**config.mk**
```make
export PLATFORM = sky130hd
export DESIGN_NAME = muldiv_unit
export DESIGN_NICKNAME = d
export VERILOG_FILES = /design/src/rtl/muldiv_unit_pkg.sv /design/src/rtl/muldiv_unit_div_core.sv /design/src/rtl/muldiv_unit.sv
export SDC_FILE = /design/constraint.sdc
export NUM_CORES = 2
export LEC_CHECK = 0
export BUFFER_PORTS_ARGS = -buffer_cell sky130_fd_sc_hd__buf_2
export CAP_MARGIN = 20
export CORE_ASPECT_RATIO = 0.7
export CORE_MARGIN = 1.5
export CORE_UTILIZATION = 55
export CTS_BUF_LIST = sky130_fd_sc_hd__clkbuf_2
export DETAILED_ROUTE_END_ITERATION = 6
export HOLD_SLACK_MARGIN = 0.06
export PLACE_DENSITY = 0.74
export SYNTH_ARGS = -nofsm -noshare
export SYNTH_HDL_FRONTEND = slang
export SYNTH_SLANG_ARGS = --single-unit
```
**constraint.sdc**
```tcl
create_clock -name clk -period 14 [get_ports clk]
set_input_delay 1.4 -clock clk [delete_from_list [all_inputs] [get_ports clk]]
set_output_delay 1.4 -clock clk [all_outputs]
set_load 0.02 [all_outputs]
```
**src/rtl/muldiv_unit_pkg.sv**
```systemverilog
// Shared definitions for the iterative RV64M multiply/divide unit.
//   muldiv_op_t    : M-extension operation encoding carried on the op port
//   muldiv_state_t : control FSM states
//   MUL_ITERS_*    : iteration counts for 64-bit and W (32-bit) operations
//   is_w / is_signed / is_rem / is_mul : op classification helpers
//   sext32         : sign-extend a 32-bit value to 64 bits
package muldiv_unit_pkg;

    typedef enum logic [3:0] {
        OP_MUL   = 4'd0,
        OP_MULW  = 4'd1,
        OP_DIV   = 4'd2,
        OP_DIVU  = 4'd3,
        OP_REM   = 4'd4,
        OP_REMU  = 4'd5,
        OP_DIVW  = 4'd6,
        OP_DIVUW = 4'd7,
        OP_REMW  = 4'd8,
        OP_REMUW = 4'd9
    } muldiv_op_t;

    typedef enum logic [1:0] {
        ST_IDLE = 2'd0,
        ST_RUN  = 2'd1,
        ST_DONE = 2'd2
    } muldiv_state_t;

    localparam int MUL_ITERS_D = 64;
    localparam int MUL_ITERS_W = 32;

    function automatic logic is_w(input muldiv_op_t op);
        return op inside {OP_MULW, OP_DIVW, OP_DIVUW, OP_REMW, OP_REMUW};
    endfunction

    function automatic logic is_signed(input muldiv_op_t op);
        return op inside {OP_DIV, OP_REM, OP_DIVW, OP_REMW};
    endfunction

    function automatic logic is_rem(input muldiv_op_t op);
        return op inside {OP_REM, OP_REMU, OP_REMW, OP_REMUW};
    endfunction

    function automatic logic is_mul(input muldiv_op_t op);
        return op inside {OP_MUL, OP_MULW};
    endfunction

    function automatic logic [63:0] sext32(input logic [31:0] v);
        return {{32{v[31]}}, v};
    endfunction

endpackage

```
**src/rtl/muldiv_unit_div_core.sv**
```systemverilog
// Restoring divider datapath, stepped one quotient bit per cycle by the parent.
//   clk       : clock, rising edge
//   load      : capture dividend/divisor magnitudes and clear the remainder
//   step      : perform one shift/compare/subtract iteration
//   w_mode    : 32-bit operation; the dividend is pre-shifted so 32 steps suffice
//   dividend  : unsigned dividend magnitude
//   divisor   : unsigned divisor magnitude
//   quotient  : unsigned quotient (valid after 64 or 32 steps)
//   remainder : unsigned remainder (valid after 64 or 32 steps)
module muldiv_unit_div_core (
    input  logic        clk,
    input  logic        load,
    input  logic        step,
    input  logic        w_mode,
    input  logic [63:0] dividend,
    input  logic [63:0] divisor,
    output logic [63:0] quotient,
    output logic [63:0] remainder
);

    logic [63:0] rem_r;
    logic [63:0] quo_r;
    logic [63:0] dsr_r;
    logic [64:0] rem_sh;
    logic [63:0] diff;
    logic        ge;

    // The shifted partial remainder can be one bit wider than the divisor;
    // after a successful subtract it always fits back into 64 bits, so the
    // low 64 bits of the difference are exact.
    assign rem_sh = {rem_r, quo_r[63]};
    assign ge     = (rem_sh >= {1'b0, dsr_r});
    assign diff   = rem_sh[63:0] - dsr_r;

    // W dividends are at most 32 bits wide; parking them in the upper half
    // lets the same shift register produce the quotient in 32 steps.
    always_ff @(posedge clk) begin
        if (load) begin
            rem_r <= '0;
            quo_r <= w_mode ? {dividend[31:0], 32'b0} : dividend;
            dsr_r <= divisor;
        end else if (step) begin
            rem_r <= ge ? diff : rem_sh[63:0];
            quo_r <= {quo_r[62:0], ge};
        end
    end

    assign quotient  = quo_r;
    assign remainder = rem_r;

endmodule

```
**src/rtl/muldiv_unit.sv**
```systemverilog
// Iterative RV64M multiply/divide execute unit.
//   clk, reset : clock (rising edge) and asynchronous active-high reset
//   flush      : abort any operation in flight; its result is never presented
//   in_valid   : op/a/b valid; accepted when in_ready is high
//   in_ready   : high only in IDLE
//   op         : muldiv_op_t encoding
//   a, b       : multiplicand/dividend and multiplier/divisor
//   out_valid  : result valid, held until out_ready
//   out_ready  : consumer takes the result
//   result     : final value, W ops sign-extended from bit 31; zero when not valid
//   busy       : unit is not IDLE (pipeline stall request)
module muldiv_unit
    import muldiv_unit_pkg::*;
#(
    parameter int XLEN      = 64,
    parameter bit FAST_SPEC = 1'b1
) (
    input  logic            clk,
    input  logic            reset,
    input  logic            flush,
    input  logic            in_valid,
    output logic            in_ready,
    input  logic [3:0]      op,
    input  logic [XLEN-1:0] a,
    input  logic [XLEN-1:0] b,
    output logic            out_valid,
    input  logic            out_ready,
    output logic [XLEN-1:0] result,
    output logic            busy
);

    muldiv_state_t   state, state_n;
    logic [5:0]      counter;
    muldiv_op_t      op_in;
    logic            w_in, sgn_in, mul_in, rem_in;
    logic            a_neg_in, b_neg_in, b_zero_in, ovf_in, special_in, accept;
    logic [XLEN-1:0] a_ext, b_ext, a_mag, b_mag, dvd_op, spec_val_in;

    logic            op_w, op_mul, op_rem, q_neg, r_neg, special_r;
    logic [XLEN-1:0] spec_val_r, mcand, mplier, acc;
    logic [XLEN-1:0] quo, rem, q_fix, r_fix, raw, val;

    assign op_in  = muldiv_op_t'(op);
    assign w_in   = is_w(op_in);
    assign sgn_in = is_signed(op_in);
    assign mul_in = is_mul(op_in);
    assign rem_in = is_rem(op_in);

    // Bring both operands to op width: W ops sign- or zero-extend the low word.
    always_comb begin
        a_ext = a;
        b_ext = b;
        if (w_in) begin
            a_ext = sgn_in ? sext32(a[31:0]) : {32'b0, a[31:0]};
            b_ext = sgn_in ? sext32(b[31:0]) : {32'b0, b[31:0]};
        end
    end

    assign a_neg_in  = sgn_in & (w_in ? a[31] : a[63]);
    assign b_neg_in  = sgn_in & (w_in ? b[31] : b[63]);
    assign a_mag     = a_neg_in ? -a_ext : a_ext;
    assign b_mag     = b_neg_in ? -b_ext : b_ext;
    assign b_zero_in = w_in ? (b[31:0] == 32'h0) : (b == '0);
    assign ovf_in    = sgn_in && (w_in ? (a[31:0] == 32'h8000_0000 && b[31:0] == 32'hFFFF_FFFF)
                                       : (a == {1'b1, 63'b0} && b == '1));
    assign special_in = !mul_in && (b_zero_in || ovf_in);

    // For both special cases the answer is either the dividend (as seen at op
    // width), all ones, or zero.
    assign dvd_op      = w_in ? sext32(a[31:0]) : a;
    assign spec_val_in = b_zero_in ? (rem_in ? dvd_op : '1) : (rem_in ? '0 : dvd_op);

    assign accept = in_valid && in_ready && !flush;

    always_ff @(posedge clk or posedge reset) begin
        if (reset) state <= ST_IDLE;
        else       state <= state_n;
    end

    always_comb begin
        state_n   = state;
        in_ready  = 1'b0;
        out_valid = 1'b0;
        busy      = 1'b1;
        case (state)
            ST_IDLE: begin
                in_ready = 1'b1;
                busy     = 1'b0;
                if (in_valid) state_n = (FAST_SPEC && special_in) ? ST_DONE : ST_RUN;
            end
            ST_RUN: begin
                if (counter == 6'd0) state_n = ST_DONE;
            end
            ST_DONE: begin
                out_valid = 1'b1;
                if (out_ready) state_n = ST_IDLE;
            end
            default: state_n = ST_IDLE;
        endcase
        if (flush) state_n = ST_IDLE;
    end

    always_ff @(posedge clk or posedge reset) begin
        if (reset)
            counter <= '0;
        else if (flush)
            counter <= '0;
        else if (accept)
            counter <= w_in ? 6'(MUL_ITERS_W - 1) : 6'(MUL_ITERS_D - 1);
        else if (state == ST_RUN && counter != 6'd0)
            counter <= counter - 6'd1;
    end

    // Operand/op capture at accept, then radix-2 shift-add multiply while running.
    always_ff @(posedge clk) begin
        if (accept) begin
            op_w       <= w_in;
            op_mul     <= mul_in;
            op_rem     <= rem_in;
            q_neg      <= a_neg_in ^ b_neg_in;
            r_neg      <= a_neg_in;
            special_r  <= special_in;
            spec_val_r <= spec_val_in;
            mcand      <= a_ext;
            mplier     <= b_ext;
            acc        <= '0;
        end else if (state == ST_RUN) begin
            if (mplier[0]) acc <= acc + mcand;
            mcand  <= mcand << 1;
            mplier <= mplier >> 1;
        end
    end

    muldiv_unit_div_core u_div_core (
        .clk       (clk),
        .load      (accept),
        .step      (state == ST_RUN),
        .w_mode    (w_in),
        .dividend  (a_mag),
        .divisor   (b_mag),
        .quotient  (quo),
        .remainder (rem)
    );

    assign q_fix  = q_neg ? -quo : quo;
    assign r_fix  = r_neg ? -rem : rem;
    assign raw    = op_mul ? acc : (op_rem ? r_fix : q_fix);
    assign val    = op_w ? sext32(raw[31:0]) : raw;
    // Special results bypass the iterative datapath even when the full
    // iteration count is run, so signed x/0 still yields all ones.
    assign result = (state == ST_DONE) ? (special_r ? spec_val_r : val) : '0;

endmodule

```
==> metrics.log <==
[metrics] wire length of the first global-routing pass: roughly 190000 um
[metrics] highest routed metal layer: met5
[metrics] count of cells resized by post-cts repair: 0
[metrics] syn_area_per_cell: approximately 8.1 um^2
[metrics] syn_nets: 4567
[metrics] clock sinks: 462
[metrics] via count of the first global-routing pass: 29800
[metrics] maximum number of pins on one net before global-route repair: 118
[metrics] number of remaining DRC errors: 0
[metrics] class of the tightest hold or removal check: input pin to flop
[metrics] die area: ~0.065 mm^2
[metrics] number of CTS-inserted buffers: 120
[metrics] status: completed
[metrics] RSZ-0062 raised after global routing: false
[metrics] vias after detailed routing: roughly 35000
[metrics] post-synthesis register bit count: 462
[metrics] fraction of layout cells with a size suffix above 1: 0.115
[metrics] leakage power summed over all cells: 0.0157 uW
[metrics] cell row count: 76
[metrics] maximum clock frequency: about 140 MHz
[metrics] Post-synth top flop: edfxtp_1
[metrics] skew final: 0.104 ns
[metrics] cell at the root of the clock tree: clkbuf_2
[metrics] leading cell type by number of instances after synthesis: nand2_1
[metrics] final hold violation count: 0
[metrics] initial antenna violation count: 14
[metrics] slew of the pin with the lowest slew margin: 1.11 ns
[metrics] area of the mapped netlist: 0.0348 mm^2
[metrics] Final Critical Period: 7.14 ns
[metrics] per-cell via count in the routed design: 6.53
[metrics] routed wl met3: about 23000 um
[metrics] type of element launching the critical path: flop
[metrics] biggest fanout along the worst timing path: 9
[metrics] global-route total usage across every layer: 0.398
[metrics] maximum resistive drop on vdd: 0.104 mV
[metrics] first-pass iteration count of the detailed router: 7
[metrics] count of unique library cells instantiated by Yosys: 93
[metrics] most common library cells after synthesis: nand2_1, a21oi_1, nor2_1
[metrics] max-slew headroom at the worst pin: 0.241
[metrics] Pwr Density: 181 mW/mm^2
[metrics] initial core utilization: 0.561
[metrics] number of synthesized flops with an enable pin: between 300 and 400
[metrics] TritonCTS clock tree: built
[metrics] count of synthesis-stage warnings from yosys: 0
[metrics] die extent in y: 213 um
[metrics] number of DRC violations after detailed-routing iteration 0: between 5000 and 6000
[metrics] number of nets in the finished design: roughly 4700
[metrics] fraction of registers with async set/reset: 0.0173
[metrics] HPWL Detailed: 98200 um
[metrics] num ports: 204
[metrics] portion of the clock cycle consumed by the worst path in the final layout: 0.510
[metrics] global-route congestion overflow total: 0
[metrics] core area: ~0.062 mm^2
[metrics] gate count after technology mapping: 4294
[metrics] cell taking the most area after synthesis: edfxtp_1
[metrics] worst-skew pair later-pin latency: 1.37 ns
[metrics] setup violators final: 0
[metrics] count of port buffers added during placement: 203
[metrics] required time reported for the critical path endpoint: between 10 and 15 ns
[metrics] type of the setup path with the least slack: flop to primary output
[metrics] count of max-cap constraint violations: 0
[metrics] top cells by area in the synthesized netlist: edfxtp_1, dfxtp_1, nand2_1
[metrics] post-synth top area share: 0.282
[metrics] TNS Setup: 0 ns
[metrics] share of synthesized area occupied by flip-flops and latches: 0.361
[metrics] metal2 WL: 47000 um
[metrics] H-tree lvl count: 3
[metrics] number of setup buffers added after CTS: 0
[metrics] Slew Limit Fails: 0
[metrics] Worst-path clk slew: 0.14 ns
[metrics] number of hold buffers added after cts: 1
[metrics] nature of the critical path endpoint: primary output
[metrics] post-route met1 wirelength: between 50000 and 60000 um
[metrics] Die Width: 303 um
[metrics] global placement routability congestion: ~1.1
[metrics] total power draw: 6750 uW
[metrics] number of nets with antenna violations after detailed routing: 0
[metrics] sum of routed wire length over all layers: ~130000 um
[metrics] data arrival time at the worst-slack endpoint: 5.74 ns
[metrics] Synth-to-Final Area Change: 7.42%
[metrics] average wire per standard cell: between 20 and 25 um
[metrics] maximum number of buffers from clock root to sink: 3
[state kept, by name, indices dropped and copies added (netlist names)]
signal and count:
acc 64, mcand 64, mplier 64, spec_val_r 64
u_div_core.dsr_r 64, u_div_core.quotient 64, u_div_core.remainder 64, counter 6
state 2, op_mul 1, op_rem 1, op_w 1
q_neg 1, r_neg 1, special_r 1
[worst paths after layout]
check / start / endpoint / slack [ns] / depth (start not counted)
worst max-delay path: u_div_core.quotient[0] / result[63] / 6.86 / 12
worst min-delay path: b[0] / u_div_core.dsr_r[0] / 0.30 / 1
worst max register to register: u_div_core.remainder[6] / u_div_core.remainder[60] / 8.86 / 13
worst min register to register: mplier[29] / mplier[28] / 0.46 / 2
max in group asynchronous: reset / counter[4] / 13.17 / 3
min in group asynchronous: reset / state[1] / 0.57 / 3
[metal layers]
layer	up-vias	global-route usage
met1	16300	0.631
met2	2427	0.472
li1	15800	-
met5	-	0.00595
met4	12	0.0963
met3	212	0.175
[cells in the final DEF, fill, tap and decap left out, types with 48 or more instances in the layout]
cell	n
nand2_1	680
a21oi_1	430
nor2_1	357
o21ai_0	350
edfxtp_1	326
buf_2	203
clkbuf_2	173
xnor2_1	172
a21o_1	157
xor2_1	149
ha_1	134
dfxtp_1	128
inv_1	123
a211oi_1	75
nor3_1	74
nand4_1	65
nand3_1	63
mux2i_1	60
o31ai_1	58
buf_4	53
a31oi_1	48
[through the flow]
step / area (um^2) / util / cells / setup slack [ns] / hold WS (ns)
2_1_floorplan: 34800 / - / 4294 / 7.14 / 0.443
3_3_place_gp: 36100 / 0.583 / 5075 / 8.48 / 0.458
3_5_place_dp: 36100 / 0.583 / 5076 / 8.50 / 0.464
4_1_cts: 37300 / 0.602 / 5304 / 7.08 / 0.236
5_1_grt: 37300 / 0.602 / 5313 / 6.69 / 0.213
6_report: 37300 / 0.602 / 5315 / 6.86 / 0.298
[critical path, cell delays in order (launching register included)]
cell	delay, ns
edfxtp_1	0.58
nor2_1	0.63
nand4_1	0.35
nor4_2	0.39
nand4b_1	0.15
or2_1	0.26
or4_1	0.64
o31ai_4	0.32
xnor2_1	0.26
nand2_1	0.11
a21oi_1	0.36
o21ai_2	0.11
buf_2	0.19
[area by class of cell]
cell class | count | area [um^2]
Antenna cell | 10 | 25.0
Clock buffer | 173 | 866
Clock inverter | 54 | 278
Fill cell | 5678 | 24700
Inverter | 125 | 484
Multi-Input combinational cell | 3414 | 20700
Sequential cell | 462 | 12600
Tap cell | 819 | 1020
Timing Repair Buffer | 258 | 1450
[cell families (layout without fill, tap and decap cells)]
group           after synthesis  in the layout  synth area share
mux                          64             64            0.0186
compound gates             1365           1365             0.243
simple gates               1526           1526             0.200
fa+ha+maj                   138            138            0.0500
other cells                   0             10                 0
buf+inv                     418            610            0.0460
xor+xnor                    321            321            0.0809
flops                       462            462             0.361
[power breakdown]
part	switching [uW]	internal, uW
clock	645	377
sequential	389	1810
combinational	2260	1270
total	3290	3460
Note: power is estimated with default switching activity, not from simulation.
